<file path="config.mk">
export PLATFORM = sky130hd
export DESIGN_NAME = idu_top_unit_flat
export DESIGN_NICKNAME = d
export VERILOG_FILES = /design/src/rtl/idu_pkg.sv /design/src/rtl/idu_if.sv /design/src/rtl/idu_imm_gen.sv /design/src/rtl/idu_top_unit.sv /design/src/flat_wrapper.sv
export SDC_FILE = /design/constraint.sdc
export NUM_CORES = 1
export LEC_CHECK = 0
export CORE_MARGIN = 8
export CORE_UTILIZATION = 47
export CTS_BUF_LIST = sky130_fd_sc_hd__clkbuf_16
export DETAILED_ROUTE_END_ITERATION = 7
export MAX_ROUTING_LAYER = met4
export PLACE_DENSITY = 0.75
export SYNTH_ARGS = -nofsm -noshare
export SYNTH_HDL_FRONTEND = slang
export SYNTH_SLANG_ARGS = --single-unit
</file>
<file path="constraint.sdc">
create_clock -name soc_clk -period 3.2 [get_ports soc_clk]
set_clock_uncertainty 0.2 [all_clocks]
set_input_delay 0.32 -clock soc_clk [delete_from_list [all_inputs] [get_ports soc_clk]]
set_output_delay 0.32 -clock soc_clk [all_outputs]
set_load 0.03 [all_outputs]
</file>
<file path="src/rtl/idu_pkg.sv">
// Shared encodings for the RV32I instruction decode unit: opcodes, op IDs,
// ALU operations, pipeline-override hints and the registered output bundle.
package idu_pkg;

    localparam logic [6:0] OPC_LUI      = 7'b0110111;
    localparam logic [6:0] OPC_AUIPC    = 7'b0010111;
    localparam logic [6:0] OPC_JAL      = 7'b1101111;
    localparam logic [6:0] OPC_JALR     = 7'b1100111;
    localparam logic [6:0] OPC_BRANCH   = 7'b1100011;
    localparam logic [6:0] OPC_LOAD     = 7'b0000011;
    localparam logic [6:0] OPC_STORE    = 7'b0100011;
    localparam logic [6:0] OPC_OP_IMM   = 7'b0010011;
    localparam logic [6:0] OPC_OP       = 7'b0110011;
    localparam logic [6:0] OPC_MISC_MEM = 7'b0001111;
    localparam logic [6:0] OPC_SYSTEM   = 7'b1110011;

    localparam logic [6:0] F7_BASE = 7'h00;
    localparam logic [6:0] F7_ALT  = 7'h20;

    typedef enum logic [5:0] {
        OP_LUI   = 6'd0,  OP_AUIPC = 6'd1,  OP_JAL   = 6'd2,  OP_JALR  = 6'd3,
        OP_BEQ   = 6'd4,  OP_BNE   = 6'd5,  OP_BLT   = 6'd6,  OP_BGE   = 6'd7,
        OP_BLTU  = 6'd8,  OP_BGEU  = 6'd9,
        OP_LB    = 6'd10, OP_LH    = 6'd11, OP_LW    = 6'd12, OP_LBU   = 6'd13,
        OP_LHU   = 6'd14,
        OP_SB    = 6'd15, OP_SH    = 6'd16, OP_SW    = 6'd17,
        OP_ADDI  = 6'd18, OP_SLTI  = 6'd19, OP_SLTIU = 6'd20, OP_XORI  = 6'd21,
        OP_ORI   = 6'd22, OP_ANDI  = 6'd23, OP_SLLI  = 6'd24, OP_SRLI  = 6'd25,
        OP_SRAI  = 6'd26,
        OP_ADD   = 6'd27, OP_SUB   = 6'd28, OP_SLL   = 6'd29, OP_SLT   = 6'd30,
        OP_SLTU  = 6'd31, OP_XOR   = 6'd32, OP_SRL   = 6'd33, OP_SRA   = 6'd34,
        OP_OR    = 6'd35, OP_AND   = 6'd36,
        OP_FENCE = 6'd37, OP_ECALL = 6'd38, OP_EBREAK = 6'd39,
        OP_INVALID = 6'd63
    } op_id_e;

    typedef enum logic [4:0] {
        ALU_ADD  = 5'd0,  ALU_SUB  = 5'd1,  ALU_SLL  = 5'd2,  ALU_SLT  = 5'd3,
        ALU_SLTU = 5'd4,  ALU_XOR  = 5'd5,  ALU_SRL  = 5'd6,  ALU_SRA  = 5'd7,
        ALU_OR   = 5'd8,  ALU_AND  = 5'd9,  ALU_EQ   = 5'd10, ALU_NE   = 5'd11,
        ALU_LT   = 5'd12, ALU_GE   = 5'd13, ALU_LTU  = 5'd14, ALU_GEU  = 5'd15,
        ALU_PASSB = 5'd16, ALU_NOP = 5'd31
    } alu_op_e;

    typedef enum logic [1:0] {
        OVR_NONE   = 2'b00,
        OVR_BRANCH = 2'b01,
        OVR_JUMP   = 2'b10,
        OVR_SYSTEM = 2'b11
    } ovr_e;

    typedef enum logic [2:0] {
        FMT_NONE, FMT_I, FMT_S, FMT_B, FMT_U, FMT_J, FMT_SHAMT
    } imm_fmt_e;

    typedef struct packed {
        op_id_e      op;
        alu_op_e     alu;
        logic [31:0] imm;
        logic [4:0]  rd;
        logic [4:0]  rs1;
        logic [4:0]  rs2;
        logic [4:0]  shamt;
        logic [31:0] pc_increment;
        ovr_e        ovr;
        logic        invalid;
    } idu_out_t;

endpackage

</file>
<file path="src/rtl/idu_if.sv">
// Fetch-side strobe and CU-side decode bundle of the instruction decode unit.
// Handshake: Fetch_ready is a one-cycle valid with no backpressure other than
// IDU_stall; a word is taken on every edge with Fetch_ready=1 and IDU_stall=0,
// and IDU_ready pulses for one cycle when the registered outputs change.
interface idu_if;
    logic        Fetch_ready;
    logic [31:0] instruction;
    logic        IDU_stall;
    logic        IDU_ready;
    logic [5:0]  Instruction_to_CU;
    logic [4:0]  Instruction_to_ALU;
    logic [31:0] imm;
    logic [4:0]  rd;
    logic [4:0]  rs1;
    logic [4:0]  rs2;
    logic [4:0]  shamt;
    logic [31:0] pc_increment;
    logic [1:0]  pipeline_override;
    logic        invalid_instruction;
    logic        dbg_pending;

    modport master (
        output Fetch_ready, instruction, IDU_stall,
        input  IDU_ready, Instruction_to_CU, Instruction_to_ALU, imm, rd, rs1, rs2,
               shamt, pc_increment, pipeline_override, invalid_instruction, dbg_pending
    );

    modport slave (
        input  Fetch_ready, instruction, IDU_stall,
        output IDU_ready, Instruction_to_CU, Instruction_to_ALU, imm, rd, rs1, rs2,
               shamt, pc_increment, pipeline_override, invalid_instruction, dbg_pending
    );
endinterface

</file>
<file path="src/rtl/idu_imm_gen.sv">
// Combinational RV32I immediate generator; selects and sign-extends the
// immediate for the requested instruction format.
module idu_imm_gen
    import idu_pkg::*;
(
    input  logic [31:7] instr,
    input  imm_fmt_e    fmt,
    output logic [31:0] imm
);
    always_comb begin
        imm = '0;
        case (fmt)
            FMT_I:     imm = {{20{instr[31]}}, instr[31:20]};
            FMT_S:     imm = {{20{instr[31]}}, instr[31:25], instr[11:7]};
            FMT_B:     imm = {{19{instr[31]}}, instr[31], instr[7], instr[30:25],
                              instr[11:8], 1'b0};
            FMT_U:     imm = {instr[31:12], 12'b0};
            FMT_J:     imm = {{11{instr[31]}}, instr[31], instr[19:12], instr[20],
                              instr[30:21], 1'b0};
            FMT_SHAMT: imm = {27'd0, instr[24:20]};
            default:   imm = '0;
        endcase
    end
endmodule

</file>
<file path="src/rtl/idu_top_unit.sv">
// RV32I decode unit: capture register, combinational decoder and output
// register; a captured word appears decoded one unstalled edge later.
module idu_top_unit
    import idu_pkg::*;
(
    input logic  soc_clk,
    input logic  IDU_reset,
    idu_if.slave bus
);
    logic        pending;
    logic [31:0] cap_instr;
    logic        ready_q;
    idu_out_t    out_q;
    idu_out_t    dec;

    logic [6:0]  opcode;
    logic [2:0]  funct3;
    logic [6:0]  funct7;
    op_id_e      op;
    alu_op_e     alu;
    ovr_e        ovr;
    imm_fmt_e    fmt;
    logic        use_rd;
    logic        use_rs1;
    logic        use_rs2;
    logic        is_shift;
    logic        bad;
    logic [31:0] imm_val;

    assign opcode = cap_instr[6:0];
    assign funct3 = cap_instr[14:12];
    assign funct7 = cap_instr[31:25];

    idu_imm_gen u_imm_gen (
        .instr (cap_instr[31:7]),
        .fmt   (fmt),
        .imm   (imm_val)
    );

    always_comb begin
        op       = OP_INVALID;
        alu      = ALU_NOP;
        ovr      = OVR_NONE;
        fmt      = FMT_NONE;
        use_rd   = 1'b0;
        use_rs1  = 1'b0;
        use_rs2  = 1'b0;
        is_shift = 1'b0;
        bad      = 1'b0;
        case (opcode)
            OPC_LUI:   begin op = OP_LUI;   alu = ALU_PASSB; fmt = FMT_U; use_rd = 1'b1; end
            OPC_AUIPC: begin op = OP_AUIPC; alu = ALU_ADD;   fmt = FMT_U; use_rd = 1'b1; end
            OPC_JAL: begin
                op = OP_JAL; alu = ALU_ADD; fmt = FMT_J; use_rd = 1'b1; ovr = OVR_JUMP;
            end
            OPC_JALR: begin
                op = OP_JALR; alu = ALU_ADD; fmt = FMT_I; ovr = OVR_JUMP;
                use_rd = 1'b1; use_rs1 = 1'b1;
                bad = (funct3 != 3'd0);
            end
            OPC_BRANCH: begin
                fmt = FMT_B; ovr = OVR_BRANCH; use_rs1 = 1'b1; use_rs2 = 1'b1;
                case (funct3)
                    3'd0: begin op = OP_BEQ;  alu = ALU_EQ;  end
                    3'd1: begin op = OP_BNE;  alu = ALU_NE;  end
                    3'd4: begin op = OP_BLT;  alu = ALU_LT;  end
                    3'd5: begin op = OP_BGE;  alu = ALU_GE;  end
                    3'd6: begin op = OP_BLTU; alu = ALU_LTU; end
                    3'd7: begin op = OP_BGEU; alu = ALU_GEU; end
                    default: bad = 1'b1;
                endcase
            end
            OPC_LOAD: begin
                alu = ALU_ADD; fmt = FMT_I; use_rd = 1'b1; use_rs1 = 1'b1;
                case (funct3)
                    3'd0: op = OP_LB;
                    3'd1: op = OP_LH;
                    3'd2: op = OP_LW;
                    3'd4: op = OP_LBU;
                    3'd5: op = OP_LHU;
                    default: bad = 1'b1;
                endcase
            end
            OPC_STORE: begin
                alu = ALU_ADD; fmt = FMT_S; use_rs1 = 1'b1; use_rs2 = 1'b1;
                case (funct3)
                    3'd0: op = OP_SB;
                    3'd1: op = OP_SH;
                    3'd2: op = OP_SW;
                    default: bad = 1'b1;
                endcase
            end
            OPC_OP_IMM: begin
                fmt = FMT_I; use_rd = 1'b1; use_rs1 = 1'b1;
                case (funct3)
                    3'd0: begin op = OP_ADDI;  alu = ALU_ADD;  end
                    3'd2: begin op = OP_SLTI;  alu = ALU_SLT;  end
                    3'd3: begin op = OP_SLTIU; alu = ALU_SLTU; end
                    3'd4: begin op = OP_XORI;  alu = ALU_XOR;  end
                    3'd6: begin op = OP_ORI;   alu = ALU_OR;   end
                    3'd7: begin op = OP_ANDI;  alu = ALU_AND;  end
                    3'd1: begin
                        op = OP_SLLI; alu = ALU_SLL; fmt = FMT_SHAMT; is_shift = 1'b1;
                        bad = (funct7 != F7_BASE);
                    end
                    default: begin
                        fmt = FMT_SHAMT; is_shift = 1'b1;
                        if (funct7 == F7_BASE) begin
                            op = OP_SRLI; alu = ALU_SRL;
                        end else if (funct7 == F7_ALT) begin
                            op = OP_SRAI; alu = ALU_SRA;
                        end else begin
                            bad = 1'b1;
                        end
                    end
                endcase
            end
            OPC_OP: begin
                use_rd = 1'b1; use_rs1 = 1'b1; use_rs2 = 1'b1;
                case ({funct7, funct3})
                    {F7_BASE, 3'd0}: begin op = OP_ADD;  alu = ALU_ADD;  end
                    {F7_ALT,  3'd0}: begin op = OP_SUB;  alu = ALU_SUB;  end
                    {F7_BASE, 3'd1}: begin op = OP_SLL;  alu = ALU_SLL;  end
                    {F7_BASE, 3'd2}: begin op = OP_SLT;  alu = ALU_SLT;  end
                    {F7_BASE, 3'd3}: begin op = OP_SLTU; alu = ALU_SLTU; end
                    {F7_BASE, 3'd4}: begin op = OP_XOR;  alu = ALU_XOR;  end
                    {F7_BASE, 3'd5}: begin op = OP_SRL;  alu = ALU_SRL;  end
                    {F7_ALT,  3'd5}: begin op = OP_SRA;  alu = ALU_SRA;  end
                    {F7_BASE, 3'd6}: begin op = OP_OR;   alu = ALU_OR;   end
                    {F7_BASE, 3'd7}: begin op = OP_AND;  alu = ALU_AND;  end
                    default: bad = 1'b1;
                endcase
            end
            OPC_MISC_MEM: begin
                // FENCE keeps its I-type fields; FENCE.I and other funct3 are unsupported
                op = OP_FENCE; fmt = FMT_I; ovr = OVR_SYSTEM; use_rd = 1'b1; use_rs1 = 1'b1;
                bad = (funct3 != 3'd0);
            end
            OPC_SYSTEM: begin
                ovr = OVR_SYSTEM;
                if (cap_instr[31:7] == 25'h0000000)      op = OP_ECALL;
                else if (cap_instr[31:7] == 25'h0002000) op = OP_EBREAK;
                else                                     bad = 1'b1;
            end
            default: bad = 1'b1;
        endcase
        if (cap_instr[1:0] != 2'b11 || cap_instr == 32'd0) bad = 1'b1;
    end

    always_comb begin
        dec              = '0;
        dec.invalid      = bad;
        dec.op           = bad ? OP_INVALID : op;
        dec.alu          = bad ? ALU_NOP : alu;
        dec.ovr          = bad ? OVR_SYSTEM : ovr;
        dec.imm          = bad ? 32'd0 : imm_val;
        dec.rd           = (!bad && use_rd)   ? cap_instr[11:7]  : 5'd0;
        dec.rs1          = (!bad && use_rs1)  ? cap_instr[19:15] : 5'd0;
        dec.rs2          = (!bad && use_rs2)  ? cap_instr[24:20] : 5'd0;
        dec.shamt        = (!bad && is_shift) ? cap_instr[24:20] : 5'd0;
        dec.pc_increment = 32'd4;
        if (!bad && (ovr == OVR_BRANCH || op == OP_JAL)) dec.pc_increment = imm_val;
    end

    // Stall freezes the capture latch and outputs alike; reset overrides everything.
    always_ff @(posedge soc_clk) begin
        if (IDU_reset) begin
            pending   <= 1'b0;
            cap_instr <= '0;
            ready_q   <= 1'b0;
            out_q     <= '0;
        end else if (bus.IDU_stall) begin
            ready_q <= 1'b0;
        end else begin
            pending <= bus.Fetch_ready;
            if (bus.Fetch_ready) cap_instr <= bus.instruction;
            ready_q <= pending;
            if (pending) out_q <= dec;
        end
    end

    assign bus.IDU_ready           = ready_q;
    assign bus.Instruction_to_CU   = out_q.op;
    assign bus.Instruction_to_ALU  = out_q.alu;
    assign bus.imm                 = out_q.imm;
    assign bus.rd                  = out_q.rd;
    assign bus.rs1                 = out_q.rs1;
    assign bus.rs2                 = out_q.rs2;
    assign bus.shamt               = out_q.shamt;
    assign bus.pc_increment        = out_q.pc_increment;
    assign bus.pipeline_override   = out_q.ovr;
    assign bus.invalid_instruction = out_q.invalid;
    assign bus.dbg_pending         = pending;
endmodule

</file>
<file path="src/flat_wrapper.sv">
// flat-port wrapper written by rule: the top's interface ports become plain ports
module idu_top_unit_flat import idu_pkg::*;
  (soc_clk, IDU_reset, bus_Fetch_ready, bus_instruction, bus_IDU_stall, bus_IDU_ready, bus_Instruction_to_CU, bus_Instruction_to_ALU, bus_imm, bus_rd, bus_rs1, bus_rs2, bus_shamt, bus_pc_increment, bus_pipeline_override, bus_invalid_instruction, bus_dbg_pending);
  idu_if bus_i ();
  input logic soc_clk;
  input logic IDU_reset;
  input wire logic [$bits(bus_i.Fetch_ready)-1:0] bus_Fetch_ready;
  input wire logic [$bits(bus_i.instruction)-1:0] bus_instruction;
  input wire logic [$bits(bus_i.IDU_stall)-1:0] bus_IDU_stall;
  output wire logic [$bits(bus_i.IDU_ready)-1:0] bus_IDU_ready;
  output wire logic [$bits(bus_i.Instruction_to_CU)-1:0] bus_Instruction_to_CU;
  output wire logic [$bits(bus_i.Instruction_to_ALU)-1:0] bus_Instruction_to_ALU;
  output wire logic [$bits(bus_i.imm)-1:0] bus_imm;
  output wire logic [$bits(bus_i.rd)-1:0] bus_rd;
  output wire logic [$bits(bus_i.rs1)-1:0] bus_rs1;
  output wire logic [$bits(bus_i.rs2)-1:0] bus_rs2;
  output wire logic [$bits(bus_i.shamt)-1:0] bus_shamt;
  output wire logic [$bits(bus_i.pc_increment)-1:0] bus_pc_increment;
  output wire logic [$bits(bus_i.pipeline_override)-1:0] bus_pipeline_override;
  output wire logic [$bits(bus_i.invalid_instruction)-1:0] bus_invalid_instruction;
  output wire logic [$bits(bus_i.dbg_pending)-1:0] bus_dbg_pending;
  assign bus_i.Fetch_ready = bus_Fetch_ready;
  assign bus_i.instruction = bus_instruction;
  assign bus_i.IDU_stall = bus_IDU_stall;
  assign bus_IDU_ready = bus_i.IDU_ready;
  assign bus_Instruction_to_CU = bus_i.Instruction_to_CU;
  assign bus_Instruction_to_ALU = bus_i.Instruction_to_ALU;
  assign bus_imm = bus_i.imm;
  assign bus_rd = bus_i.rd;
  assign bus_rs1 = bus_i.rs1;
  assign bus_rs2 = bus_i.rs2;
  assign bus_shamt = bus_i.shamt;
  assign bus_pc_increment = bus_i.pc_increment;
  assign bus_pipeline_override = bus_i.pipeline_override;
  assign bus_invalid_instruction = bus_i.invalid_instruction;
  assign bus_dbg_pending = bus_i.dbg_pending;
  idu_top_unit u_core (.soc_clk(soc_clk), .IDU_reset(IDU_reset), .bus(bus_i));
endmodule
</file>
==> impl_metrics.toml <==
[logic_synthesis]
avgSynthCellArea_um2 = 8.14
netlist_instances = 746
synth_edf_count = 0
synthTopCellsByArea = "dfxtp_1, nand2_1, a21oi_1"
ys_ff_latch = 132
yosysUniqueCellTypes = 66
async_reset_ff_share_pct = 0
synth_area_leader_cell = "dfxtp_1"
synthFlopType = "dfxtp_1"
synth_fp_nets = 789
yosys_warnings = 0
synth_area_um2 = 6080
synth-seq-area-share_pct = 43.5
post-synth-top-area-fraction_pct = 43.5

[clock_network]
cts_tree = "built"
cts_sinks = 132
cts_root_buffer = "clkbuf_16"
cts_buffer_depth = 2
htreeDepth = 4
post_cts_buffers = 0
clk_latency_ns = 0.42
cts_made_buffers = 17
cts.clk_slew.worst_paths_ns = 0.06

[pwr]
sequentialPowerShare_pct = 43.3
switchingPower_mw = 1.00
p_clk_share_pct = 47.7
p_leak_nw = 3.04
comb_power_share_pct = 9.0
power_mw = 3.95
powerDensity_nw_per_um2 = 475
p_int_mw = 2.95
vdd_drop_max_v = 0.000310
p_sw_share_pct = 25.4

[detailed_routing]
finalWirelength_um = 23300
firstDrtPassIters = 7
wl_per_cell_um = 21.8
final_antenna_net_count = 0
drtIter0Drc = 800
routed_via_density = 6.09
route.detailed.drc = 0
via_count = 6500

[run]
cap_violations = 0

[placed_design]
port-buffer-count = 135
dpl.hpwl_um = 17100
dp.cells = 1036
postPlaceCellArea_um2 = 7760
place_congestion = 1.02

[setup_path]
cp_cell_sequence = "and3b_1 > o2bb2ai_1 > a221oi_1 > o21ai_1 > a2111oi_4 > a21o_1"
cpPeakStageDelay_ns = 0.74
critPathSlowestCell = "a2111oi_4"
crit_path_start_kind = "flip-flop"
path_class = "reg -> reg"
path_delay_family = "compound AO/OA/AOI/OAI gates"
path_max_fanout = 13
required_ns = 3.36
arrival_ns = 3.11
end_kind = "flip-flop"
cp_num_buf_inv = 0

[die]
die_w_um = 130
coreArea_um2 = 12600
rows = 41
initial_core_util_pct = 48.1
die_area_um2 = 16800
boundaryPins = 136
die_h_um = 130

[worst_hold_path]
hold_class = "in -> reg"

[layout]
final_cells = 1068
fin_util_pct = 66.0
finalNetCount = 926
drive_gt1_share_pct = 10.5
n_antenna_cell = 0
final_area_um2 = 8330
area_growth_pct = 37.0

[sta]
hold_violations = 0
tns_ns = 0
tightest_slew_ns = 0.830
period_minus_slack_ns = 2.95
rsz0062_at_grt = "false"
post-route-period-util_pct = 92.2
setup_viol = 0
max_freq_ghz = 0.339
maxSlewViolCount = 0
relSlewSlack_pct = 44.5

[global_route]
groute.usage.overall_pct = 28.3
grt_first_pass_wirelength_um = 35800
grt_pass1_vias = 6292
grt_max_degree = 50
overflow = 0
antenna_found_initial = 0

[status]
status = "completed"
-- per-stage QoR --
stage | hold WS, ns | worst slack [ns]
after CTS | 0.236 | 0.275
after global routing | 0.255 | 0.0998
after detailed placement | 0.243 | 0.333
after global placement | 0.234 | 0.347
final | 0.242 | 0.249
after floorplan | 0.250 | 0.498
-- what timing repair did --
item / in CTS / in global routing
setup endpoints to repair: 0 / 1
hold buffers: 0 / 0
resized for setup: 0 / 1
-- logic make-up after synthesis --
family / Yosys count / synth area share [%]
AND/OR/NAND/NOR: 269 / 20.4
XOR/XNOR: 3 / 0.433
AO/OA/AOI/OAI: 257 / 28.6
flip-flops: 132 / 43.5
buffers and inverters: 76 / 5.23
adder cells (fa/ha/maj): 7 / 1.44
multiplexers: 2 / 0.350
-- state kept, by name, indices dropped and copies added, names as in the netlist, 2 cells and up --
signal                         cells
u_core.bus.Instruction_to_ALU      5
u_core.bus.pipeline_override       2
u_core.cap_instr                  32
u_core.bus.pc_increment           32
u_core.bus.rs1                     5
u_core.bus.shamt                   5
u_core.bus.Instruction_to_CU       6
u_core.bus.rd                      5
u_core.bus.rs2                     5
u_core.bus.imm                    32
-- power by group through the flow --
stage / combinational, mW / sequential [mW] / clock (mW)
after floorplan: 0.185 / 1.75 / 0
after global placement: 0.350 / 1.74 / 0
after detailed placement: 0.348 / 1.74 / 0
after CTS: 0.351 / 1.71 / 1.88
after global routing: 0.382 / 1.71 / 1.97
final: 0.356 / 1.71 / 1.88
-- tightest hold or removal path: stages --
cell and delay [ns]:
clkdlybuf4s50_1 0.39, nand2_1 0.05, a21oi_1 0.05
-- worst paths after layout --
check,from,slack [ns],end,depth (start not counted)
worst min register to register,u_core.bus.pc_increment[23]$_SDFFE_PP0P_,0.25,u_core.bus.pc_increment[23]$_SDFFE_PP0P_,1
worst max-delay path,u_core.cap_instr[4]$_SDFFE_PP0P_,0.25,u_core.bus.pc_increment[22]$_SDFFE_PP0P_,6
worst max register to register,u_core.cap_instr[4]$_SDFFE_PP0P_,0.25,u_core.bus.pc_increment[22]$_SDFFE_PP0P_,6
worst min-delay path,bus_instruction[13],0.24,u_core.cap_instr[13]$_SDFFE_PP0P_,3
-- routing by layer --
metal / up-vias / global-route usage [%] / wire [um]
met3: 54 / 4.90 / 1520
met5: - / - / 0
met4: 0 / 12.2 / 662
met1: 3137 / 32.3 / 9220
li1: 2984 / - / -
met2: 325 / 48.1 / 11900
-- cell usage after synthesis, drive strengths merged, types with 9 or more instances --
master	n
nor4	12
nor2b	9
and3	11
o21ai	39
buf	15
a21oi	78
a21o	15
o32ai	15
nor3	13
dfxtp	132
o31ai	41
a31oi	14
clkbuf	47
inv	13
nand2	144
nor2	34
nand3	24
-- area by class of cell --
class | count | area [um2]
well taps | 172 | 215
inverters | 14 | 52.6
fillers | 1045 | 4290
repair buffers | 180 | 1730
clock buffers | 17 | 425
multi-input cells | 538 | 3120
flip-flops and latches | 132 | 2640
clock inverters | 15 | 140
-- cell usage in the layout, fill, tap and decap left out, types with 3 or more instances in the layout --
cell	synthesis	routed
buf_12	0	3
o22ai_1	3	3
inv_1	13	14
clkinv_2	0	6
a21o_1	15	15
a22oi_1	7	7
nor2_1	34	33
buf_4	1	42
a41o_1	5	5
nand2_1	143	143
o31ai_1	41	41
nor4_1	12	12
a31o_2	5	5
ha_1	7	7
a21oi_1	78	77
clkbuf_16	0	17
a311oi_1	3	3
o32ai_1	15	15
nand3_1	22	22
nor2b_1	9	8
and3_1	10	10
a31oi_1	14	14
nand2b_1	8	8
and2_1	3	3
clkdlybuf4s50_1	0	135
dfxtp_1	132	132
a211oi_1	4	4
o21ai_0	37	37
o41ai_1	6	6
nor3_1	12	12
Note: power is estimated with default switching activity, not from simulation.
